`src/rtl/demux8x3_32b_reg_if.sv`:
```
// Producer/consumer bundle for the registered 1-to-8 result distributor.
// The master side drives words and consumer readies; the slave side is the distributor.
interface demux8x3_32b_reg_if #(
  parameter int WIDTH = 32,
  parameter int CNT_W = 16
);
  logic [WIDTH-1:0] in_data;
  logic [2:0]       in_sel;
  logic             in_valid;
  logic             in_ready;
  logic [WIDTH-1:0] out_a;
  logic [WIDTH-1:0] out_b;
  logic [WIDTH-1:0] out_c;
  logic [WIDTH-1:0] out_d;
  logic [WIDTH-1:0] out_e;
  logic [WIDTH-1:0] out_f;
  logic [WIDTH-1:0] out_g;
  logic [WIDTH-1:0] out_h;
  logic [7:0]       out_valid;
  logic [7:0]       out_ready;
  logic [CNT_W-1:0] xfer_cnt;

  modport master (
    output in_data, in_sel, in_valid, out_ready,
    input  in_ready, out_a, out_b, out_c, out_d, out_e, out_f, out_g, out_h,
    input  out_valid, xfer_cnt
  );

  modport slave (
    input  in_data, in_sel, in_valid, out_ready,
    output in_ready, out_a, out_b, out_c, out_d, out_e, out_f, out_g, out_h,
    output out_valid, xfer_cnt
  );
endinterface

```
`src/rtl/demux8x3_32b_reg.sv`:
```
// Registered 1-to-8 ALU result distributor: eight single-entry lane buffers,
// each with a valid/ready handshake, plus a wrapping accepted-transfer counter.
module demux8x3_32b_reg #(
  parameter int WIDTH = 32,
  parameter int CNT_W = 16
) (
  input logic                clk,
  input logic                rst,
  demux8x3_32b_reg_if.slave  bus
);
  logic [WIDTH-1:0] lane_data [8];
  logic [7:0]       valid_vec;
  logic             ready;
  logic             accept;
  logic [CNT_W-1:0] cnt_reg;
  logic [CNT_W-1:0] cnt_next;

  // Only the addressed lane gates the producer; other full lanes never block.
  assign ready  = ~valid_vec[bus.in_sel] | bus.out_ready[bus.in_sel];
  assign accept = bus.in_valid & ready;

  genvar gi;
  generate
    for (gi = 0; gi < 8; gi++) begin : g_lane
      logic [WIDTH-1:0] data_reg;
      logic             valid_reg;
      logic             wr;

      assign wr = accept && (bus.in_sel == 3'(gi));

      // A write on the same edge as a drain keeps the lane valid with the new word.
      always_ff @(posedge clk) begin
        if (rst) begin
          data_reg  <= '0;
          valid_reg <= 1'b0;
        end else begin
          if (wr) begin
            data_reg <= bus.in_data;
          end
          valid_reg <= wr | (valid_reg & ~bus.out_ready[gi]);
        end
      end

      assign lane_data[gi] = data_reg;
      assign valid_vec[gi] = valid_reg;
    end
  endgenerate

  always_comb begin
    cnt_next = cnt_reg;
    if (accept) begin
      cnt_next = cnt_reg + 1'b1;
    end
  end

  always_ff @(posedge clk) begin
    if (rst) begin
      cnt_reg <= '0;
    end else begin
      cnt_reg <= cnt_next;
    end
  end

  // Lane index equals in_sel: lane 7 is out_a, lane 0 is out_h.
  assign bus.in_ready  = ready;
  assign bus.out_a     = lane_data[7];
  assign bus.out_b     = lane_data[6];
  assign bus.out_c     = lane_data[5];
  assign bus.out_d     = lane_data[4];
  assign bus.out_e     = lane_data[3];
  assign bus.out_f     = lane_data[2];
  assign bus.out_g     = lane_data[1];
  assign bus.out_h     = lane_data[0];
  assign bus.out_valid = valid_vec;
  assign bus.xfer_cnt  = cnt_reg;
endmodule

```
`src/flat_wrapper.sv`:
```
// flat-port wrapper written by rule: the top's interface ports become plain ports
module demux8x3_32b_reg_flat 
#(
  parameter int WIDTH = 32,
  parameter int CNT_W = 16
)
  (clk, rst, bus_in_data, bus_in_sel, bus_in_valid, bus_out_ready, bus_in_ready, bus_out_a, bus_out_b, bus_out_c, bus_out_d, bus_out_e, bus_out_f, bus_out_g, bus_out_h, bus_out_valid, bus_xfer_cnt);
  demux8x3_32b_reg_if #(.WIDTH(WIDTH), .CNT_W(CNT_W)) bus_i ();
  input logic clk;
  input logic rst;
  input wire logic [$bits(bus_i.in_data)-1:0] bus_in_data;
  input wire logic [$bits(bus_i.in_sel)-1:0] bus_in_sel;
  input wire logic [$bits(bus_i.in_valid)-1:0] bus_in_valid;
  input wire logic [$bits(bus_i.out_ready)-1:0] bus_out_ready;
  output wire logic [$bits(bus_i.in_ready)-1:0] bus_in_ready;
  output wire logic [$bits(bus_i.out_a)-1:0] bus_out_a;
  output wire logic [$bits(bus_i.out_b)-1:0] bus_out_b;
  output wire logic [$bits(bus_i.out_c)-1:0] bus_out_c;
  output wire logic [$bits(bus_i.out_d)-1:0] bus_out_d;
  output wire logic [$bits(bus_i.out_e)-1:0] bus_out_e;
  output wire logic [$bits(bus_i.out_f)-1:0] bus_out_f;
  output wire logic [$bits(bus_i.out_g)-1:0] bus_out_g;
  output wire logic [$bits(bus_i.out_h)-1:0] bus_out_h;
  output wire logic [$bits(bus_i.out_valid)-1:0] bus_out_valid;
  output wire logic [$bits(bus_i.xfer_cnt)-1:0] bus_xfer_cnt;
  assign bus_i.in_data = bus_in_data;
  assign bus_i.in_sel = bus_in_sel;
  assign bus_i.in_valid = bus_in_valid;
  assign bus_i.out_ready = bus_out_ready;
  assign bus_in_ready = bus_i.in_ready;
  assign bus_out_a = bus_i.out_a;
  assign bus_out_b = bus_i.out_b;
  assign bus_out_c = bus_i.out_c;
  assign bus_out_d = bus_i.out_d;
  assign bus_out_e = bus_i.out_e;
  assign bus_out_f = bus_i.out_f;
  assign bus_out_g = bus_i.out_g;
  assign bus_out_h = bus_i.out_h;
  assign bus_out_valid = bus_i.out_valid;
  assign bus_xfer_cnt = bus_i.xfer_cnt;
  demux8x3_32b_reg #(.WIDTH(WIDTH), .CNT_W(CNT_W)) u_core (.clk(clk), .rst(rst), .bus(bus_i));
endmodule
```
`config.mk`:
```
export PLATFORM = sky130hd
export DESIGN_NAME = demux8x3_32b_reg_flat
export DESIGN_NICKNAME = d
export VERILOG_FILES = /design/src/rtl/demux8x3_32b_reg_if.sv /design/src/rtl/demux8x3_32b_reg.sv /design/src/flat_wrapper.sv
export SDC_FILE = /design/constraint.sdc
export NUM_CORES = 1
export LEC_CHECK = 0
export ABC_AREA = 1
export BUFFER_PORTS_ARGS = -buffer_cell sky130_fd_sc_hd__buf_4
export CAP_MARGIN = 20
export CORE_UTILIZATION = 53
export CTS_CLUSTER_DIAMETER = 30
export CTS_CLUSTER_SIZE = 20
export DETAILED_ROUTE_END_ITERATION = 8
export GPL_TIMING_DRIVEN = 1
export PLACE_DENSITY = 0.8
export SETUP_SLACK_MARGIN = 0.3
export SLEW_MARGIN = 30
export SYNTH_ARGS = -nofsm -noshare
export SYNTH_HDL_FRONTEND = slang
export SYNTH_SLANG_ARGS = --single-unit
```
`constraint.sdc`:
```
create_clock -name clk -period 1.6 [get_ports clk]
set_input_delay 0.16 -clock clk [delete_from_list [all_inputs] [get_ports clk]]
set_output_delay 0.16 -clock clk [all_outputs]
set_load 0.01 [all_outputs]
```
After elaboration in Yosys (flattened, before gate mapping) --
Cells that the tools add are included.
Storage, ports and cells: register bits 280, bits in latches 0, RAM bits 0, ROM bits 0, input port bits 46, memories kept 0
Cells by class: $add $sub $neg 1, multiply operators 0, divide/modulo/power cells 0, order comparisons 1, equal/unequal tests 7, shifts and indexed selects 0, mux-type cells 4, bitwise logic cells 27, reductions and logical operators 9
Operators by type and width (count):
- 16-bit by 1-bit adder with 16-bit output (second input constant) | 1
- 3-bit equality test (second input constant) | 4
- 1-bit AND | 9
- 1-bit inverter | 9
- 1-bit OR | 9
- 1-bit logical AND | 8
- 1-bit binary-select mux with 3-bit select | 2
- 3-bit by 2-bit equality test with 1-bit output (second input constant) | 2
- 3-bit by 4-bit < comparator with 1-bit output (second input constant) | 1
- 3-bit by 1-bit equality test with 1-bit output (second input constant) | 1
- 3-bit zero test | 1
- 1-bit 2-to-1 mux | 2

Longest topological paths before layout --
Gate-level depths: netlist (run 1).
depth after elaboration 7, gate-level depth with buffers 13, depth with buffers taken out 10

Worst setup path after synthesis (run 1) --
No wires, ideal clock.
path kind input -> register, start input port bus_in_sel[1], end register u_core.g_lane[3].data_reg[10], in the netlist u_core.bus.out_e[10], setup time 113 ps, data arrival time 1290 ps, required time 1487 ps, slack 197 ps, stages on the path 13, cell sequence buf_6 -> inv_4 -> nand2_2 -> nor2_2 -> nor2_2 -> nand3_4 -> buf_12 -> nand4_4 -> buf_6 -> buf_6 -> nand2_1 -> nand2_1 -> nor2_1
Between the ends: cells in the longest elaborated chain, start to end 6, elaborated cells on any way between the ends 9
RTL lines:
- start, declared | line flat_wrapper.sv:12 | input wire logic [$bits(bus_i.in_sel)-1:0] bus_in_sel;
- 1-bit binary-select mux with 3-bit select | line demux8x3_32b_reg.sv:19 | assign ready = ~valid_vec[bus.in_sel] | bus.out_ready[bus.in_sel];
- 1-bit 2-to-1 mux (not written as such) | line demux8x3_32b_reg.sv:19
- 1-bit inverter | line demux8x3_32b_reg.sv:19
- 1-bit OR | line demux8x3_32b_reg.sv:19
- 1-bit AND | line demux8x3_32b_reg.sv:20 | assign accept = bus.in_valid & ready;
- 1-bit logical AND (*) | line demux8x3_32b_reg.sv:29 | assign wr = accept && (bus.in_sel == 3'(gi));
- end signal, assigned | line demux8x3_32b_reg.sv:38 | data_reg <= bus.in_data;
- end, declared | line demux8x3_32b_reg.sv:25 | logic [WIDTH-1:0] data_reg;
Every way passes the cells marked *; elsewhere a longest branch is shown, timed or not. The select of a mux whose other input is x is not followed. A chain may end at the register's enable or synchronous reset.

Worst setup path in the final report (run 1) --
start register u_core.g_lane[1].valid_reg, end register u_core.g_lane[3].data_reg[17], in the netlist u_core.bus.out_e[17]
Between the ends: cells in the longest elaborated chain, start to end 6
RTL lines:
- start, declared | line demux8x3_32b_reg.sv:26 | logic valid_reg;
- start signal, assigned | line demux8x3_32b_reg.sv:40 | valid_reg <= wr | (valid_reg & ~bus.out_ready[gi]);
- 1-bit binary-select mux with 3-bit select | line demux8x3_32b_reg.sv:19
- 1-bit 2-to-1 mux (not written as such) | line demux8x3_32b_reg.sv:19
- 1-bit inverter | line demux8x3_32b_reg.sv:19
- 1-bit OR | line demux8x3_32b_reg.sv:19
- 1-bit AND | line demux8x3_32b_reg.sv:20
- 1-bit logical AND | line demux8x3_32b_reg.sv:29
No other way between the ends. The select of a mux whose other input is x is not followed.

==> results of run 1 <==
[area by class of cell]
cell class                 instances  area share
multi-input combinational       1195       0.291
inverter                         276      0.0508
clock inverter                    26      0.0180
sequential                       280       0.273
clock buffer                      68      0.0716
tap                              285      0.0174
timing repair buffer             524       0.278
[logic make-up (layout without fill, tap and decap cells)]
group           Yosys count  in the layout  synth area share
compound gates           26             26            0.0107
xor+xnor                 14             14            0.0100
fa+ha+maj                 1              1           0.00102
buf+inv                 410            894             0.152
flops                   280            280             0.458
simple gates           1154           1154             0.367
[routing by layer]
metal / GRT usage / vias to the layer above
met5: 0 / -
met4: 0.223 / 2
met3: 0.0913 / 537
met2: 0.634 / 1392
met1: 0.429 / 6958
li1: - / 6312
[final timing paths]
path	start	end	slack, ns	cells after the start
hold / removal	bus_in_valid	u_core.bus.xfer_cnt[3]	0.03	3
setup reg to reg	u_core.g_lane[1].valid_reg	u_core.bus.out_e[17]	-0.31	14
hold reg to reg	u_core.bus.xfer_cnt[15]	u_core.bus.xfer_cnt[15]	0.51	2
setup / recovery	u_core.g_lane[1].valid_reg	u_core.bus.out_e[17]	-0.31	14
[power by group through the flow]
stage	Combinational, µW	Clock (µW)	Sequential, µW
floorplan	826	0	7600
global placement	1580	0	7510
detailed placement	1620	0	7510
CTS	2000	11400	7380
global route	2700	11900	7420
finish	2600	11600	7420
[per-stage QoR]
step / TNS [ns] / hold slack [ns] / power, µW
after global routing: -59.25 / 0.0463 / 22000
after global placement: -3.01 / 0.429 / 9080
final: -41.35 / 0.0250 / 21600
after floorplan: 0 / 0.323 / 8430
after CTS: -14.19 / 0.00872 / 20800
after detailed placement: -12.46 / 0.426 / 9140
[worst min-delay path, delay by kind of cell]
family	cells	cell delay [ns]
buf+inv	1	0.19
compound gates	1	0.06
simple gates	1	0.11
[timing repair]
action | CTS | global route
resized for setup | 115 | 363
endpoints found under the setup margin | 284 | 296
pin swaps | 10 | 54
endpoints found under the hold margin | 261 | 0
buffers inserted | 36 | 21
hold buffers | 40 | 0
gates cloned | 31 | 29
[layout by cell type, fill, tap and decap left out, types with 9 or more instances in the layout]
cell type,netlist,layout
a21oi_1,24,18
buf_12,1,37
buf_16,0,32
buf_4,10,355
buf_6,27,31
clkbuf_16,0,75
clkbuf_8,0,11
dfxtp_1,280,271
dfxtp_2,0,9
dlygate4sd3_1,0,40
inv_1,273,269
nand2_1,586,399
nand2_2,2,139
nand2_4,0,50
nand3_1,11,11
nor2_1,534,419
nor2_2,3,81
nor2_4,0,37
==> reports/qor.txt, run 1 <==
CP max FO - 8
Post-Syn Nets - 1,932
Clk pin slew, worst setup/hold paths - 0.05 ns
Yosys top cell area share - 0.458
synth warn - 0
drt wl/cell - 23.2 µm
Ports - 327
worst-path cell chain - nand2_1 -> nand2_1 -> nand2_1 -> nand2_1 -> nand3_2 -> buf_6 -> buf_8 -> buf_6 -> nand4_4 -> buf_12 -> buf_12 -> nand2_2 -> nand2_1 -> nor2_1
synth unique cells - 27
Final Util - 0.907
Initial DRC Count - 1,958
Global Route Usage Sum - 0.374
Crit path max-delay family - simple AND/OR/NAND/NOR gates
Final Max Slew Viols - 0
Yosys top cell by area - dfxtp_1
Post-Place Cell Area - 14,800 µm²
FILL cells - 912
status - complete, but fails checks
Syn Inst Count - 1,885
largest stage delay on the critical path - 0.33 ns
dpl hpwl - 23,200 µm
area of the mapped netlist - 12,200 µm²
drc violations - 0
post-route cell area - 20,500 µm²
worst slack at placement - -0.0913 ns
VDD IR max - 1170 µV
Tcrit/Tclk final - 1.19
Critical Path RT - 2.06 ns
placed cells - 2,403
total number of vias - 15,201
top cells by instance count after synthesis - 586 x nand2_1, 534 x nor2_1, 280 x dfxtp_1
CP startpoint kind - flop
cell at the slowest stage of the critical path - dfxtp_2
Antenna Nets Post-Route - 0
area of the multi-input gates - 5990 µm²
drt pass-1 iters - 9
Die X - 154 µm
max_cap viols - 0
number of I/O port buffers - 326
Clk pwr share - 0.537
Async SR Flop Fraction - 0
Fin. Hold Viols - 0
Max Clk Rate - 0.525 GHz
Setup crit end kind - flop
initial antenna violation count - 1
Flop pwr share - 0.343
Final Non-Filler Cells - 2,654
M1 WL - 20,100 µm
final wirelength - 61,600 µm
register area share after synthesis - 0.458
RSZ-0062 raised after global routing - yes
P_leak - 0.0106 µW
kind of critical path - reg -> reg
Pint - 16,100 µW
met3 WL - 8340 µm
antenna cells - 0
Power Density - 1050 nW/µm²
Net Sw Frac - 0.258
Starting Density - 0.540
crit path buf inv count - 5
first-pass GRT wire length - 69,100 µm
Final #Nets - 2,376
power share of the combinational group - 0.120
metal2 WL - 27,000 µm
final setup fails - 266
clk_skew - 0.0170 ns
CTS Buffer Depth - 3
failing checks - negative setup slack
Setup WS post-layout - -0.306 ns
main flop type after synthesis - dfxtp_1
worst hold path type - in -> reg
share of cells above drive strength 1 - 0.385
crit-path most repeated cell - nand2_1
CTS root buf - clkbuf_16
GPL Wtd Cong - 0.887
top sig layer - met5
row count - 55
vias in the first global route - 12,924
count leader, synth - nand2_1
largest net degree at the start of global routing - 44
synthesis-to-layout area growth - 68.1%
die area - 23,700 µm²
core area - 22,600 µm²
total congestion overflow - 0
DIE HEIGHT - 154 µm
CTS tree - yes
FF+latch count, synth - 280
CTS Sinks - 280
Psw - 5580 µW
Sequential Area - 5620 µm²
top post-synthesis cells by area - dfxtp_1 46%, nand2_1 18%, nor2_1 16%
Num CTS Buffers - 52
measured slew at the worst slew-check pin - 0.411 ns
average instance area after synthesis - 6.49 µm²
number of enable flip-flop cells after synthesis - 0
routed vias/inst - 5.73
CP arrival - 2.37 ns
# H-tree levels - 2
crit path time final - 1.91 ns
max_slew headroom - 0.726
Skew-Pair Late Insertion Delay - 0.57 ns
No activity file was read; power rests on OpenSTA's default activity.
==> run 2, diff against run 1 <==
- CORE_ASPECT_RATIO: not set -> 1.4
==> run 2 against run 1 <==
Worst hold slack better by 0.021 ns. Largest cell class unchanged. Clock skew increased by 0.00073 ns. The run still ends with negative setup slack left. Non-clock buffer count shrank 27. Die area hardly changed.
==> reports/qor.txt, run 2 (synthesis gave the netlist of run 1 again) <==
share of cells above drive strength 1 - 0.369 (-0.0163)
max_cap viols - 0 (unchanged)
Antenna Nets Post-Route - 0 (unchanged)
largest net degree at the start of global routing - 51 (+16%)
Top Usage Layer GRT - met2
Pint - 14,100 µW (-12%)
Final Max Slew Viols - 0 (unchanged)
Skew-Pair Late Insertion Delay - 0.53 ns (-0.04 ns)
CTS root buf - clkbuf_16
M1 GR Usage - 0.372 (-0.0573)
CP max FO - 8 (unchanged)
initial antenna violation count - 1 (unchanged)
Net Sw Frac - 0.263 (+0.00511)
Final Util - 0.861 (-0.0461)
GPL Wtd Cong - 0.867 (-2.3%)
Clk pwr share - 0.490 (-0.047)
most frequent cells in the layout - 442 x nor2_1, 388 x nand2_1, 356 x buf_4
CTS Sinks - 280 (unchanged)
worst hold path type - in -> reg
antenna cells - 0 (unchanged)
CTS tree - yes
max_slew headroom - 0.770 (+0.0438)
power share of the combinational group - 0.125 (+0.005)
Global Route Usage Sum - 0.339 (-0.0359)
Critical Path RT - 2.01 ns (-0.05 ns)
met2 Use GR - 0.582 (-0.0514)
synthesis-to-layout area growth - 59.3%
Max Clk Rate - 0.541 GHz (+3.1%)
Ports - 327 (unchanged)
status - complete, but fails checks
row count - 65 (+18%)
final wirelength - 53,100 µm (-14%)
clk_skew - 0.0177 ns (+0.000732 ns)
worst slack at placement - -0.224 ns (-0.133 ns)
Setup crit end kind - flop
crit path time final - 1.85 ns (-0.0576 ns)
Clk pin slew, worst setup/hold paths - 0.06 ns (about the same)
Starting Density - 0.541 (+0.000747)
most common cell after layout, fill and taps aside - nor2_1
kind of critical path - reg -> reg
CP startpoint kind - flop
# H-tree levels - 2 (unchanged)
VDD IR max - 814 µV (-30%)
drt wl/cell - 20.2 µm (-13%)
Flop pwr share - 0.385 (+0.042)
failing checks - negative setup slack
total congestion overflow - 0 (unchanged)
Tcrit/Tclk final - 1.16 (-0.0360)
drc violations - 0 (unchanged)
final setup fails - 273 (+2.6%)
RSZ-0062 raised after global routing - yes
grt met3 use - 0.0810 (-0.0103)
core area - 22,600 µm² (-0.14%)
total number of vias - 13,984 (-8.0%)
vias in the first global route - 12,084 (-6.5%)
CP arrival - 2.26 ns (-0.11 ns)
CTS Buffer Depth - 3 (unchanged)
Power Density - 985 nW/µm² (-6.5%)
Final #Nets - 2,341 (-1.5%)
Initial DRC Count - 1,266 (-35%)
Fin. Hold Viols - 0 (unchanged)
Psw - 5040 µW (-9.6%)
dpl hpwl - 23,400 µm (+0.97%)
DIE HEIGHT - 182 µm (+18%)
routed vias/inst - 5.32 (-7.1%)
measured slew at the worst slew-check pin - 0.346 ns (-0.0658 ns)
number of I/O port buffers - 326 (unchanged)
Setup WS post-layout - -0.248 ns (+0.0576 ns)
drt pass-1 iters - 6 (-3)
die area - 23,700 µm² (about the same)
first-pass GRT wire length - 62,100 µm (-10%)
Die X - 130 µm (-15%)
P_leak - 0.0102 µW (-4.4%)
Num CTS Buffers - 43 (-17%)
run 2: cell types whose count changed in the layout (fill, tap and decap cells not counted), sizes merged:
cell      previous run  this run
buf                461       429
clkbuf              91        85
clkinv              12         6
bufinv               8         3
clkinvlp             4         9
inv                278       280
run 2: metrics by stage:
step                      total power [µW]  instance area [µm²]  hold WS (ns)  setup TNS (ns)  std cells
after CTS                            18600                17300        0.0284          -11.73       2577
final                                19200                19500        0.0457          -29.96       2628
after detailed placement              9150                14900         0.439          -28.89       2428
after global placement                9100                14900         0.428          -15.45       2428
after floorplan                       8430                12300         0.323               0       1885
after global routing                 19600                19500        0.0598          -48.33       2628
run 2: path summary, 6_finish.rpt:
check,from,end,slack [ns],cells past startpoint
max,u_core.g_lane[2].valid_reg,u_core.bus.out_h[19],-0.25,13
min,rst,u_core.bus.out_g[29],0.05,4
min reg2reg,u_core.bus.out_c[5],u_core.bus.out_c[5],0.51,4
max reg2reg,u_core.g_lane[2].valid_reg,u_core.bus.out_h[19],-0.25,13
run 2: final cells by class:
cell class / count / area, µm²
clock buffer: 57 / 1220
clock inverter: 21 / 231
fill: 1098 / 3130
inverter: 276 / 1050
multi-input combinational: 1195 / 5870
sequential: 280 / 5620
tap: 301 / 377
timing repair buffer: 497 / 5100
timing repair inverter: 1 / 6.26
run 2: power by group through the flow:
stage	registers, µW	clock network (µW)	logic [µW]
global route	7400	9710	2530
global placement	7500	0	1610
detailed placement	7500	0	1640
finish	7380	9410	2400
floorplan	7600	0	826
CTS	7360	9350	1860
run 2: metal layers:
metal	vias up	share of wire
met5	-	0.00015
met4	2	0.093
met3	352	0.12
met1	6392	0.33
li1	6229	-
met2	1009	0.46
run 2: worst max-delay path, stage by stage (launching register included):
cell	delay, ns
dfxtp_2	0.33
inv_2	0.04
o21ai_2	0.10
nand2_1	0.08
nand2_2	0.08
nand3_4	0.07
buf_6	0.15
nand4_1	0.13
buf_6	0.21
buf_12	0.13
buf_16	0.16
nand2_2	0.06
nand2_1	0.10
nor2_1	0.06
run 2: repair_timing:
| action | in CTS | in global routing |
|---|---|---|
| hold buffers | 40 | 0 |
| cloned | 13 | 37 |
| buffers inserted | 18 | 14 |
| resized for setup | 50 | 379 |
| hold endpoints to repair | 248 | 0 |
| pin swaps | 10 | 60 |
| setup endpoints to repair | 283 | 290 |
